--- config.mk ---
export PLATFORM = sky130hd
export DESIGN_NAME = uart_tx_datapath
export DESIGN_NICKNAME = d
export VERILOG_FILES = /design/src/rtl/uart_tx_datapath.sv
export SDC_FILE = /design/constraint.sdc
export NUM_CORES = 1
export LEC_CHECK = 0
export ABC_AREA = 1
export BUFFER_PORTS_ARGS = -buffer_cell sky130_fd_sc_hd__buf_2
export CORE_UTILIZATION = 55
export CTS_CLUSTER_DIAMETER = 120
export CTS_CLUSTER_SIZE = 8
export DETAILED_ROUTE_END_ITERATION = 10
export PLACE_DENSITY_LB_ADDON = 0.3
export SYNTH_ARGS = -nofsm -noshare
export SYNTH_HDL_FRONTEND = slang
export SYNTH_SLANG_ARGS = --single-unit
export TNS_END_PERCENT = 10
--- constraint.sdc ---
create_clock -name clk -period 3.3 [get_ports clk]
set_input_delay 0 -clock clk [delete_from_list [all_inputs] [get_ports clk]]
set_output_delay 0 -clock clk [all_outputs]
set_load 0.02 [all_outputs]
--- src/rtl/uart_tx_datapath.sv ---
// Purpose: UART transmit datapath - data register, shift register, shift counter, baud tick.
// Latency: load/start/shift/clear act on the next clk edge; serial_out and bit_tick are registered.
// Backpressure: none; the controller paces shift with bit_tick and stops on bc_lt_bcmax.
module uart_tx_datapath #(
    parameter int WORD_SIZE    = 8,
    parameter int BC_WIDTH     = 4,
    parameter int CLKS_PER_BIT = 16,
    parameter int BAUD_WIDTH   = 16
) (
    input  logic                 clk,
    input  logic                 rst_b,
    input  logic [WORD_SIZE-1:0] data_bus,
    input  logic                 load_xmt_datareg,
    input  logic                 load_xmt_shiftreg,
    input  logic                 start,
    input  logic                 shift,
    input  logic                 clear,
    output logic                 serial_out,
    output logic                 bc_lt_bcmax,
    output logic                 bit_tick
);

    // Count value once the stop bit is on the line; the counter saturates here.
    localparam logic [BC_WIDTH-1:0]   BC_MAX    = BC_WIDTH'(WORD_SIZE + 1);
    localparam logic [BAUD_WIDTH-1:0] BAUD_LAST = BAUD_WIDTH'(CLKS_PER_BIT - 1);

    logic [WORD_SIZE-1:0]  data_reg;
    logic [WORD_SIZE:0]    shft_reg;
    logic [BC_WIDTH-1:0]   bit_count;
    logic [BAUD_WIDTH-1:0] baud_cnt;
    logic                  busy;

    logic [WORD_SIZE:0]    shft_nxt;
    logic [BC_WIDTH-1:0]   bc_nxt;
    logic [BAUD_WIDTH-1:0] baud_nxt;
    logic                  busy_nxt;

    // Next-state for the frame: clear beats start beats shift beats shift-register load.
    always_comb begin
        shft_nxt = shft_reg;
        bc_nxt   = bit_count;
        busy_nxt = busy;
        baud_nxt = baud_cnt;
        if (busy) begin
            baud_nxt = (baud_cnt == BAUD_LAST) ? '0 : baud_cnt + 1'b1;
        end
        if (clear) begin
            bc_nxt   = '0;
            shft_nxt = '1;
            busy_nxt = 1'b0;
            baud_nxt = '0;
        end else if (start) begin
            shft_nxt[0] = 1'b0;
            busy_nxt    = 1'b1;
            baud_nxt    = '0;
        end else if (shift) begin
            // Ones shift in from the top so the line rests high after the stop bit.
            shft_nxt = {1'b1, shft_reg[WORD_SIZE:1]};
            if (bit_count != BC_MAX) begin
                bc_nxt = bit_count + 1'b1;
            end
            // Stop bit now on the line: the frame is done, so stop the baud timer.
            if (bc_nxt == BC_MAX) begin
                busy_nxt = 1'b0;
                baud_nxt = '0;
            end
        end else if (load_xmt_shiftreg) begin
            shft_nxt = {data_reg, 1'b1};
        end
    end

    // Data register loads independently so the next byte can be staged mid-frame.
    always_ff @(posedge clk or negedge rst_b) begin
        if (!rst_b) begin
            data_reg <= '0;
        end else if (load_xmt_datareg) begin
            data_reg <= data_bus;
        end
    end

    // Frame state plus a registered tick that is high while baud_cnt sits on its last count.
    always_ff @(posedge clk or negedge rst_b) begin
        if (!rst_b) begin
            shft_reg  <= '1;
            bit_count <= '0;
            baud_cnt  <= '0;
            busy      <= 1'b0;
            bit_tick  <= 1'b0;
        end else begin
            shft_reg  <= shft_nxt;
            bit_count <= bc_nxt;
            baud_cnt  <= baud_nxt;
            busy      <= busy_nxt;
            bit_tick  <= busy_nxt && (baud_nxt == BAUD_LAST);
        end
    end

    assign serial_out  = shft_reg[0];
    assign bc_lt_bcmax = (bit_count < BC_MAX);

endmodule

# Word-level counts from Yosys, hierarchy flattened
# Index checks and enable logic that the tools add are counted.
# op_classes
add_sub_neg,2
n_mux,22
order_cmp,1
n_eq_ne,5
reduce_logical,6
# ops
operator,count
16-bit two-way mux,6
16-bit by 4-bit == test with 1-bit output (second input constant),2
4-bit two-way mux,7
9-bit two-way mux,3
16-bit by 1-bit adder with 16-bit output (second input constant),1
8-bit two-way mux,1
1-bit two-way mux,5
4-bit by 1-bit adder with 4-bit output (second input constant),1
4-bit == test (second input constant),1
4-bit < comparator (second input constant),1
4-bit inequality test (second input constant),1
2-bit AND reduction,2
4-bit nonzero test,1
3-bit nonzero test,1
2-bit by 1-bit inequality test with 1-bit output (second input constant),1
2-bit nonzero test,1
1-bit logical AND,1
# word_totals
ff_bits,39
elab_cells,43
out_inout_bits,3
input_bits,15

# Depth between registers and ports, before layout
# Gate-level depths: netlist of run 1.
# logic_depth
ltp_word,12
ltp_mapped,13
depth_no_buf,13

# Worst setup path before layout of run 1
# Ideal clock, no wire load.
# synth_path
path_kind,register -> register
startpoint,reg bit_count[1]
endpoint,reg baud_cnt[13]
setup_slack_ns,1.733
period_less_slack_ns,1.567
required_time_ns,3.178
setup_ns,0.122
t_arrival_ns,1.445
n_path_buf,1
path_stages_with_launch,12
cell_sequence,dfrtp_1 inv_1 ha_1 nand2_1 nor2_1 nand2_1 nand2_1 nor2_1 nand2_4 nand2_2 buf_2 nor2_1
# synth_between
elab_chain_cells,10
elab_cells_between_ends,11
cone_classes,add/sub: 1; eq/ne: 2; mux: 8
# synth_rtl
item,line_no,text
from (decl),29,logic [BC_WIDTH-1:0] bit_count;
from (signal assigned),91,bit_count <= bc_nxt;
4-bit by 1-bit adder with 4-bit output or 4-bit inequality test (tied branches),"60, 59",
4-bit two-way mux *,59,if (bit_count != BC_MAX) begin
4-bit two-way mux *,56,end else if (shift) begin
4-bit two-way mux *,52,end else if (start) begin
4-bit two-way mux *,47,if (clear) begin
4-bit == test *,63,if (bc_nxt == BC_MAX) begin
16-bit two-way mux *,63,
16-bit two-way mux *,56,
16-bit two-way mux *,52,
16-bit two-way mux *,47,
via baud_nxt[13],35,logic [BAUD_WIDTH-1:0] baud_nxt;
to (signal assigned),92,baud_cnt <= baud_nxt;
to (decl),30,logic [BAUD_WIDTH-1:0] baud_cnt;
# The timed path passes the listed nets; every way through them passes the cells marked *. The select of a mux whose other input is x is not followed.
# A chain may end at the register's enable or synchronous reset.

# Worst setup path in the final report of run 1
# layout_path
startpoint,reg bit_count[1]
endpoint,reg bit_tick
# layout_between
elab_chain_cells,12
elab_cells_between_ends,17
cone_classes,add/sub: 1; eq/ne: 3; mux: 12; reduce/logical: 1
# layout_rtl
item,line_no,text
4-bit by 1-bit adder with 4-bit output or 4-bit inequality test (tied branches),"60, 59",
4-bit two-way mux *,59,
4-bit two-way mux *,56,
4-bit two-way mux *,52,
4-bit two-way mux *,47,
4-bit == test *,63,
16-bit two-way mux,63,
16-bit two-way mux,56,
16-bit two-way mux,52,
16-bit two-way mux,47,
16-bit by 4-bit == test with 1-bit output,94,bit_tick <= busy_nxt && (baud_nxt == BAUD_LAST);
1-bit logical AND *,94,
to (signal assigned),94,
to (decl),20,output logic bit_tick
# Every way passes the cells marked *; elsewhere a longest branch is shown, timed or not. The select of a mux whose other input is x is not followed.

==> results.py, run 1 <==
metrics = {
    "cells_and_area": {
        "multi_input_area_um2": 1130,
        "instances_no_fill": 369,
        "layout-drive-gt1-share": 0.223,
        "num_antenna_cells": 0,
        "largest_reg_flops": 16,
        "area_growth_syn_to_layout_pct": 14.2,
        "nNetsFinal": 337,
        "num-fill-cells": 337,
        "register_area_um2": 987,
    },
    "sta": {
        "tightestPinTransition_ps": 832,
        "maxSlewViolCount": 0,
        "hold_viol": 0,
        "max-slew-margin-rel": 0.445,
        "fmax_mhz": 511,
        "min_period_ps": 1960,
        "fin_setup_tns_ps": 0,
        "hold_slack_ps": 43.5,
        "rsz0062_at_grt": "false",
        "clock_skew_ps": 5.61,
        "setup_violations": 0,
        "fin_crit_sh": 0.593,
    },
    "logic_synthesis": {
        "async_flop_share": 1.00,
        "syn_area_per_cell_um2": 7.88,
        "synth_cell_types": 34,
        "synth_area_um2": 2290,
        "synth_enable_flop_cells": 0,
        "syn_inst": 291,
        "ys_ff_latch": 39,
        "yosys_warnings": 0,
        "ys_seq_area_frac": 0.430,
        "synth_nets": 310,
        "yosys_most_used_dff": "dfrtp_1",
    },
    "status": {
        "outcome": "complete, no violations",
    },
    "power": {
        "ir_worst_vdd_uv": 305,
        "power_mw": 1.05,
        "leakagePower_nw": 1.22,
        "cellPowerDensity_nw_per_um2": 402,
    },
    "worst_setup_path": {
        "start_kind": "register",
        "rr_startpoint": "bit_count[1]$_DFFE_PN0P_",
        "crit_required_ps": 3490,
        "critPathTopFamily": "simple AND/OR/NAND/NOR gates",
        "cp-end-kind": "register",
        "criticalPathCategory": "register to register",
        "path_max_fanout": 12,
        "cpMaxStageDelayCell": "dfrtp_1",
        "cpPeakStageDelay_ps": 430,
        "crit_start": "bit_count[1]$_DFFE_PN0P_",
        "critPathBufInv": 1,
        "arrival_ps": 2140,
        "path_cells": "inv_1, ha_1, nand2_1, nor2_1, nand2_1, nand2_1, nor2_1, nand2_4, nand2_2, a21oi_1, nor2_1, nand2_1, nor2_1",
    },
    "cts": {
        "ctsLongestPathBuffers": 2,
        "cts_resized": 0,
        "cts_sinks": 39,
        "post_cts_buffers": 0,
        "numCtsBuffers": 5,
        "clkLatencyLatePin_ps": 290,
        "clkTransAtPathRegs_ps": 70,
        "h-tree-depth": 2,
        "cts_tree": "yes",
        "cts_root_buf": "clkbuf_8",
    },
    "die": {
        "num_rows": 23,
        "initial_utilization": 0.573,
        "die_h_um": 66.6,
        "coreArea_um2": 4000,
        "die_area_um2": 4430,
        "die_w_um": 66.6,
        "num_io_pins": 18,
    },
    "global_route": {
        "grt_pass1_wl_um": 7880,
        "first_global_vias": 1732,
        "grt_util_all_layers": 0.240,
        "antenna_found_initial": 0,
        "grt_max_degree": 40,
        "grt_remaining_overflow": 0,
    },
    "detailed_routing": {
        "wire_per_inst_um": 12.3,
        "vias": 1907,
        "final_antenna_net_count": 0,
        "drcViolationCount": 0,
        "drtIter0Drc": 126,
        "via_per_inst": 5.17,
        "dr.pass1.iters": 4,
        "drt-total-wl_um": 4520,
    },
    "min_path": {
        "hp-start": "load_xmt_shiftreg",
        "holdCritPathClass": "primary input to register",
    },
    "place": {
        "place_inst": 352,
        "portBuffers": 17,
        "gp_congestion": 0.927,
        "hpwl_um": 3280,
    },
    "job": {
        "cap_violations": 0,
    },
}
## kinds of logic (layout without fill, tap and decap cells)
family                     after synthesis  after routing  synth area share
buffers and inverters                   45             73            0.0775
DFF                                     39             39             0.430
adders and majority gates                4              4            0.0218
muxes                                    6              6            0.0295
xor gates and xnor gates                 4              4            0.0153
and+or+nand+nor                        155            155             0.331
AOI/OAI and AO/OA                       38             38            0.0949
## worst paths after layout
path                                                end  slack, ps  depth (start not counted)
worst max-delay path                 bit_tick$_DFF_PN0_       1340                         13
worst min-delay path            shft_reg[0]$_DFFE_PN1P_         40                          5
worst max register to register       bit_tick$_DFF_PN0_       1340                         13
worst min register to register  shft_reg[8]$_DFFE_PN1P_        500                          2
max in group asynchronous       data_reg[7]$_DFFE_PN0P_       2420                          2
min in group asynchronous         baud_cnt[4]$_DFF_PN0_        340                          2
## routing by layer
| layer | share of wire | wire length, um | track usage |
|---|---|---|---|
| met1 | 0.46 | 2090 | 0.320 |
| met2 | 0.49 | 2230 | 0.393 |
| met3 | 0.031 | 139 | 0.0462 |
| met4 | 0.013 | 61 | 0.0718 |
| met5 | 0 | 0 | 0 |
## placed cells by master, fill, tap and decap left out, types with 3 or more instances in the layout
cell	synthesis	layout
o21ai_0	6	6
dfstp_2	9	9
nor2_1	44	44
mux2_2	6	6
nor2_2	4	4
ha_1	4	4
inv_2	3	3
nand4_1	3	3
nor3_1	4	4
o22ai_1	3	3
clkbuf_8	0	6
a21oi_1	14	14
nand3_1	17	17
nand3_2	5	5
dlygate4sd3_1	0	9
o21ai_1	3	3
nand2_2	5	5
buf_2	2	17
a31oi_1	7	7
xor2_1	3	3
dfrtp_1	30	30
inv_1	35	35
nor2_4	6	6
nand2_1	61	61
## per-stage QoR
stage / setup slack [ps] / instance area [um2] / util
floorplan: 1730 / 2290 / -
global placement: 1540 / 2410 / 0.603
detailed placement: 1420 / 2410 / 0.603
CTS: 1370 / 2620 / 0.655
global route: 1150 / 2620 / 0.655
finish: 1340 / 2620 / 0.655
## power by group
group          switching (mW)  internal (mW)
Sequential             0.0187          0.512
Combinational          0.0663         0.0446
Clock                   0.166          0.245
## synthesized netlist by cell type (5+ instances only)
master,instances,area share
nor2_4,6,0.029
a31oi_1,7,0.019
a21oi_1,14,0.031
nor2_1,44,0.072
inv_1,35,0.057
nand2_1,61,0.10
nand2_2,5,0.014
o21ai_0,6,0.013
nand3_1,17,0.037
dfstp_2,9,0.10
dfrtp_1,30,0.33
mux2_2,6,0.029
nand3_2,5,0.022
## worst register-to-register path, delay by kind of cell, from the launching register on
kind	cells	cell delay [ps]
AND/OR/NAND/NOR	10	910
AO/OA/AOI/OAI	1	200
adder cells (fa/ha/maj)	1	190
flip-flops	1	430
buffers and inverters	1	120
## layout make-up
| cell class | count | share of cell area |
|---|---|---|
| Clock buffer | 6 | 0.0315 |
| Clock inverter | 2 | 0.0134 |
| Inverter | 39 | 0.0568 |
| Multi-Input combinational cell | 207 | 0.431 |
| Sequential cell | 39 | 0.377 |
| Tap cell | 50 | 0.0239 |
| Timing Repair Buffer | 26 | 0.0669 |
## timing repair
action / 4_1_cts / 5_1_grt
setup endpoints to repair: 0 / 0
endpoints found under the hold margin: 38 / 0
hold buffers: 9 / 0
Note: power is estimated with default switching activity, not from simulation.
==> inputs of run 2 (changes only) <==
CORE_UTILIZATION = 54   (was 55)
clock period = 1.8 ns   (was 3.3 ns; I/O delays follow)
==> run 2 against run 1 <==
Net effect:
- combinational power grew 100%
- utilization up 1.5 points
- via count grew 2.0%
- clock skew rose by 3.0 ps
- sequential cell count stayed put
- register-to-register slack worse by 1200 ps
- fmax rose by 15%
- die area rose by 1.8%
- clock power is 110% higher
- sequential power grew 83%
- cell count increased by 1.9%
- critical path type unchanged
- largest cell class unchanged
==> results.py, run 2 (synthesis gave the netlist of run 1 again) <==
metrics = {
    "cells_and_area": {
        "register_area_um2": 988,
        "largest_reg_flops": 16,
        "area_growth_syn_to_layout_pct": 17.7,
        "finalCoreUtilization": 0.670,
        "layout-drive-gt1-share": 0.255,
        "mostFrequentLayoutCells": "nand2_1 (60), nor2_1 (42), inv_1 (34)",
        "instances_no_fill": 376,
        "num-fill-cells": 315,
        "nNetsFinal": 344,
        "num_antenna_cells": 0,
        "multi_input_area_um2": 1140,
        "mostFrequentLayoutCell": "nand2_1",
    },
    "min_path": {
        "holdCritPathClass": "primary input to register",
    },
    "sta": {
        "hold_viol": 0,
        "maxSlewViolCount": 0,
        "max-slew-margin-rel": 0.632,
        "fmax_mhz": 588,
        "setup_violations": 0,
        "tightestPinTransition_ps": 552,
        "worst_slack_ps": 98.2,
        "clock_skew_ps": 8.64,
        "fin_setup_tns_ps": 0,
        "fin_crit_sh": 0.945,
        "min_period_ps": 1700,
    },
    "detailed_routing": {
        "wire_per_inst_um": 12.3,
        "dr.pass1.iters": 4,
        "via_per_inst": 5.18,
        "drt-total-wl_um": 4620,
        "final_antenna_net_count": 0,
        "drtIter0Drc": 144,
        "drcViolationCount": 0,
        "vias": 1946,
    },
    "die": {
        "die_w_um": 67.2,
        "die_area_um2": 4510,
        "num_rows": 23,
        "initial_utilization": 0.569,
        "coreArea_um2": 4030,
        "die_h_um": 67.2,
        "num_io_pins": 18,
    },
    "power": {
        "ir_worst_vdd_uv": 666,
        "leakagePower_nw": 1.25,
        "power_mw": 2.07,
        "pwr-share-clk": 0.423,
        "power.switching_mw": 0.480,
        "switching_share": 0.232,
        "seqPwrFrac": 0.469,
        "internal_power_mw": 1.59,
        "cellPowerDensity_nw_per_um2": 765,
        "combPwrFrac": 0.108,
    },
    "cts": {
        "clkLatencyLatePin_ps": 300,
        "ctsLongestPathBuffers": 2,
        "cts_tree": "yes",
        "numCtsBuffers": 5,
        "clkTransAtPathRegs_ps": 80,
        "cts_sinks": 39,
        "cts_root_buf": "clkbuf_8",
        "h-tree-depth": 2,
    },
    "status": {
        "outcome": "complete, no violations",
    },
    "job": {
        "cap_violations": 0,
    },
    "worst_setup_path": {
        "start_kind": "register",
        "criticalPathCategory": "register to register",
        "arrival_ps": 1930,
        "crit_required_ps": 2030,
        "cp-end-kind": "register",
        "path_max_fanout": 8,
    },
    "global_route": {
        "first_global_vias": 1860,
        "grt_remaining_overflow": 0,
        "grt_util_all_layers": 0.242,
        "grt_pass1_wl_um": 8010,
        "grt_max_degree": 19,
        "antenna_found_initial": 0,
    },
    "place": {
        "hpwl_um": 3450,
        "pre_cts_ws_ps": 45.1,
        "portBuffers": 17,
        "gp_congestion": 0.933,
        "place_inst": 358,
    },
}
==> run 2: changes by cell type in the layout (fill, tap and decap cells not counted), sizes merged <==
| cell | before | now |
|---|---|---|
| buf | 17 | 24 |
| bufinv | 1 | 2 |
| clkbuf | 6 | 5 |
| clkinv | 1 | 0 |
| clkinvlp | 0 | 1 |
==> run 2: per-layer routing <==
layer	GRT usage	vias to the layer above	routed length (um)
met5	0	-	0
met3	0.0473	8	166
li1	-	1002	-
met4	0.0851	0	78
met1	0.319	897	2140
met2	0.394	39	2230
==> run 2: final timing paths <==
path | startpoint | end | slack, ps | cells after the start
worst min register to register | shft_reg[5]$_DFFE_PN1P_ | shft_reg[5]$_DFFE_PN1P_ | 510 | 2
max in group asynchronous | rst_b | shft_reg[2]$_DFFE_PN1P_ | 1060 | 3
worst max-delay path | bit_count[1]$_DFFE_PN0P_ | bit_tick$_DFF_PN0_ | 100 | 11
min in group asynchronous | rst_b | data_reg[0]$_DFFE_PN0P_ | 150 | 2
worst max register to register | bit_count[1]$_DFFE_PN0P_ | bit_tick$_DFF_PN0_ | 100 | 11
worst min-delay path | load_xmt_shiftreg | shft_reg[0]$_DFFE_PN1P_ | 30 | 5
==> run 2: final cells by class <==
class | instances | area share
Timing Repair Buffer | 33 | 0.0843
Clock inverter | 3 | 0.0250
Tap cell | 50 | 0.0232
Inverter | 39 | 0.0551
Sequential cell | 39 | 0.366
Clock buffer | 5 | 0.0255
Multi-Input combinational cell | 207 | 0.421
==> run 2: worst max-delay path, cell delays in order, from the launching register on <==
cell     delay [ps]
dfrtp_1         400
buf_4           150
ha_1            190
nand3_1         100
nand3_1          90
nor2_2          160
nand2_4         100
nand2_2         100
nand2_1          70
nor2_2          110
nand2_1          70
nor2_1           90
==> run 2: repair_timing <==
action / in CTS / in global routing
endpoints found under the setup margin: 0 / 2
endpoints found under the hold margin: 31 / 0
gates resized for setup: 0 / 5
hold buffers: 9 / 0
buffers inserted: 0 / 1
==> run 2: stage by stage <==
step                hold slack [ps]  area, um2
floorplan                      -296       2290
global placement              -54.4       2460
detailed placement            -51.4       2460
CTS                            23.7       2680
global route                   65.8       2700
finish                         29.7       2700
==> run 2: power by group through the flow <==
stage                     registers, mW  clock network [mW]  logic [mW]
after floorplan                   0.978                   0       0.135
after global placement            0.985                   0       0.198
after detailed placement          0.987                   0       0.203
after CTS                         0.970               0.886       0.220
after global routing              0.975               0.919       0.250
final                             0.970               0.873       0.223
==> inputs of run 3 (changes only) <==
GPL_TIMING_DRIVEN = 0   (was unset)
==> run 3 against run 2 <==
Net effect:
- clock-buffer cell count unchanged
- register-to-register slack got worse by 40 ps
- global-route usage increased by 1.4 points
- first-iteration DRC count decreased by 42%
- critical path depth increased by 2
- total power decreased by 4.5%
- final area increased by 0.70%
- fmax decreased by 2.4%
- utilization increased by 0.47 points
- clock power decreased by 12%
- critical endpoint unchanged
- largest cell class unchanged
==> results.py, run 3 (synthesis gave the netlist of run 1 again) <==
metrics = {
    "die": {
        "die_w_um": 67.2,
        "die_area_um2": 4510,
        "die_h_um": 67.2,
        "initial_utilization": 0.569,
        "num_rows": 23,
        "coreArea_um2": 4030,
        "num_io_pins": 18,
    },
    "place": {
        "pre_cts_ws_ps": -16.5,
        "gp_congestion": 0.901,
        "portBuffers": 16,
        "dpl_cell_area_um2": 2440,
        "hpwl_um": 3400,
    },
    "detailed_routing": {
        "highest_layer": "met4",
        "vias": 1966,
        "dr.pass1.iters": 4,
        "final_antenna_net_count": 0,
        "wl_met2_um": 2540,
        "drcViolationCount": 0,
        "wl_met1_um": 2120,
        "via_per_inst": 5.20,
        "wire_per_inst_um": 13.0,
        "drtIter0Drc": 83,
        "met3_length_um": 191,
        "drt-total-wl_um": 4930,
    },
    "sta": {
        "hold_viol": 0,
        "clock_skew_ps": 7.49,
        "fin_setup_tns_ps": 0,
        "setup_violations": 0,
        "fin_crit_sh": 0.969,
        "rsz0062_at_grt": "true",
        "max-slew-margin-rel": 0.422,
        "worst_slack_ps": 56.6,
        "maxSlewViolCount": 0,
        "min_period_ps": 1740,
        "tightestPinTransition_ps": 868,
        "fmax_mhz": 574,
    },
    "cells_and_area": {
        "nNetsFinal": 346,
        "mostFrequentLayoutCell": "nand2_1",
        "num-fill-cells": 335,
        "area_growth_syn_to_layout_pct": 18.5,
        "multi_input_area_um2": 1170,
        "mostFrequentLayoutCells": "nand2_1 (59), nor2_1 (42), inv_1 (34)",
        "largest_reg_flops": 16,
        "register_area_um2": 988,
        "design_area_um2": 2720,
        "num_antenna_cells": 0,
        "layout-drive-gt1-share": 0.268,
    },
    "power": {
        "power_mw": 1.97,
        "cellPowerDensity_nw_per_um2": 726,
        "leakagePower_nw": 1.24,
        "ir_worst_vdd_uv": 591,
    },
    "status": {
        "outcome": "complete, no violations",
    },
    "global_route": {
        "first_global_vias": 1938,
        "grt_max_degree": 40,
        "grt_util_all_layers": 0.255,
        "grt_pass1_wl_um": 8310,
        "antenna_found_initial": 0,
        "grt_remaining_overflow": 0,
    },
    "worst_setup_path": {
        "arrival_ps": 1950,
        "path_max_fanout": 8,
        "criticalPathCategory": "register to register",
        "crit_required_ps": 2010,
        "start_kind": "register",
        "cp-end-kind": "register",
    },
    "cts": {
        "clkLatencyLatePin_ps": 310,
        "numCtsBuffers": 5,
        "cts_sinks": 39,
        "clkTransAtPathRegs_ps": 90,
        "h-tree-depth": 2,
        "cts_root_buf": "clkbuf_8",
        "cts_tree": "yes",
        "ctsLongestPathBuffers": 2,
    },
    "job": {
        "cap_violations": 0,
    },
    "min_path": {
        "holdCritPathClass": "primary input to register",
    },
}
## run 3: cell types whose count changed in the layout (fill, tap and decap cells not counted), sizes merged
cell and change:
bufinv -1, inv +1, clkinvlp -1, clkbuf +3
buf -1, clkinv +1
## run 3: power by group
part	switching, mW	internal (mW)
clock	0.349	0.420
combinational	0.138	0.0980
sequential	0.0296	0.939
## run 3: worst paths after layout
check / slack, ps / from / to / depth (start not counted)
setup / recovery: 60 / bit_count[1]$_DFFE_PN0P_ / bit_tick$_DFF_PN0_ / 13
hold / removal: 20 / load_xmt_shiftreg / shft_reg[0]$_DFFE_PN1P_ / 5
setup reg to reg: 60 / bit_count[1]$_DFFE_PN0P_ / bit_tick$_DFF_PN0_ / 13
hold reg to reg: 510 / shft_reg[2]$_DFFE_PN1P_ / shft_reg[2]$_DFFE_PN1P_ / 2
max in group asynchronous: 850 / rst_b / bit_count[0]$_DFFE_PN0P_ / 2
min in group asynchronous: 340 / rst_b / baud_cnt[4]$_DFF_PN0_ / 2
## run 3: what timing repair did
| action | in CTS | in global routing |
|---|---|---|
| endpoints found under the setup margin | 10 | 11 |
| pin swaps | 0 | 4 |
| setup buffers | 0 | 4 |
| hold buffers | 9 | 0 |
| hold endpoints to repair | 38 | 0 |
| resized for setup | 2 | 12 |
## run 3: area by class of cell
| cell class | count | share of cell area |
|---|---|---|
| plain buffers | 6 | 0.0115 |
| clock buffers | 5 | 0.0253 |
| clock inverters | 3 | 0.0175 |
| inverters | 39 | 0.0548 |
| multi-input cells | 207 | 0.431 |
| flip-flops and latches | 39 | 0.364 |
| well taps | 50 | 0.0230 |
| repair buffers | 29 | 0.0736 |
## run 3: through the flow
| stage | utilization | hold slack (ps) | instances |
|---|---|---|---|
| detailed placement | 0.605 | 162 | 357 |
| floorplan | - | -296 | 291 |
| CTS | 0.658 | 12.9 | 374 |
| global route | 0.675 | 50.6 | 378 |
| global placement | 0.605 | 166 | 357 |
| finish | 0.675 | 24.1 | 378 |
## run 3: per-layer routing
| metal | vias up | track usage |
|---|---|---|
| met5 | - | 0 |
| met4 | 0 | 0.0984 |
| met3 | 8 | 0.0709 |
| met2 | 40 | 0.443 |
| met1 | 914 | 0.297 |
| li1 | 1004 | - |
## run 3: worst max-delay path, stage by stage (launching register included)
cell and delay (ps):
dfrtp_1 440, inv_2 110, ha_4 130, nand2_2 60
nor2_2 150, nand2_1 60, nand2_1 100, nor2_2 60
nand2_4 120, inv_2 60, nor2_4 150, o21ai_1 90
nand3_1 80, nor2_1 40
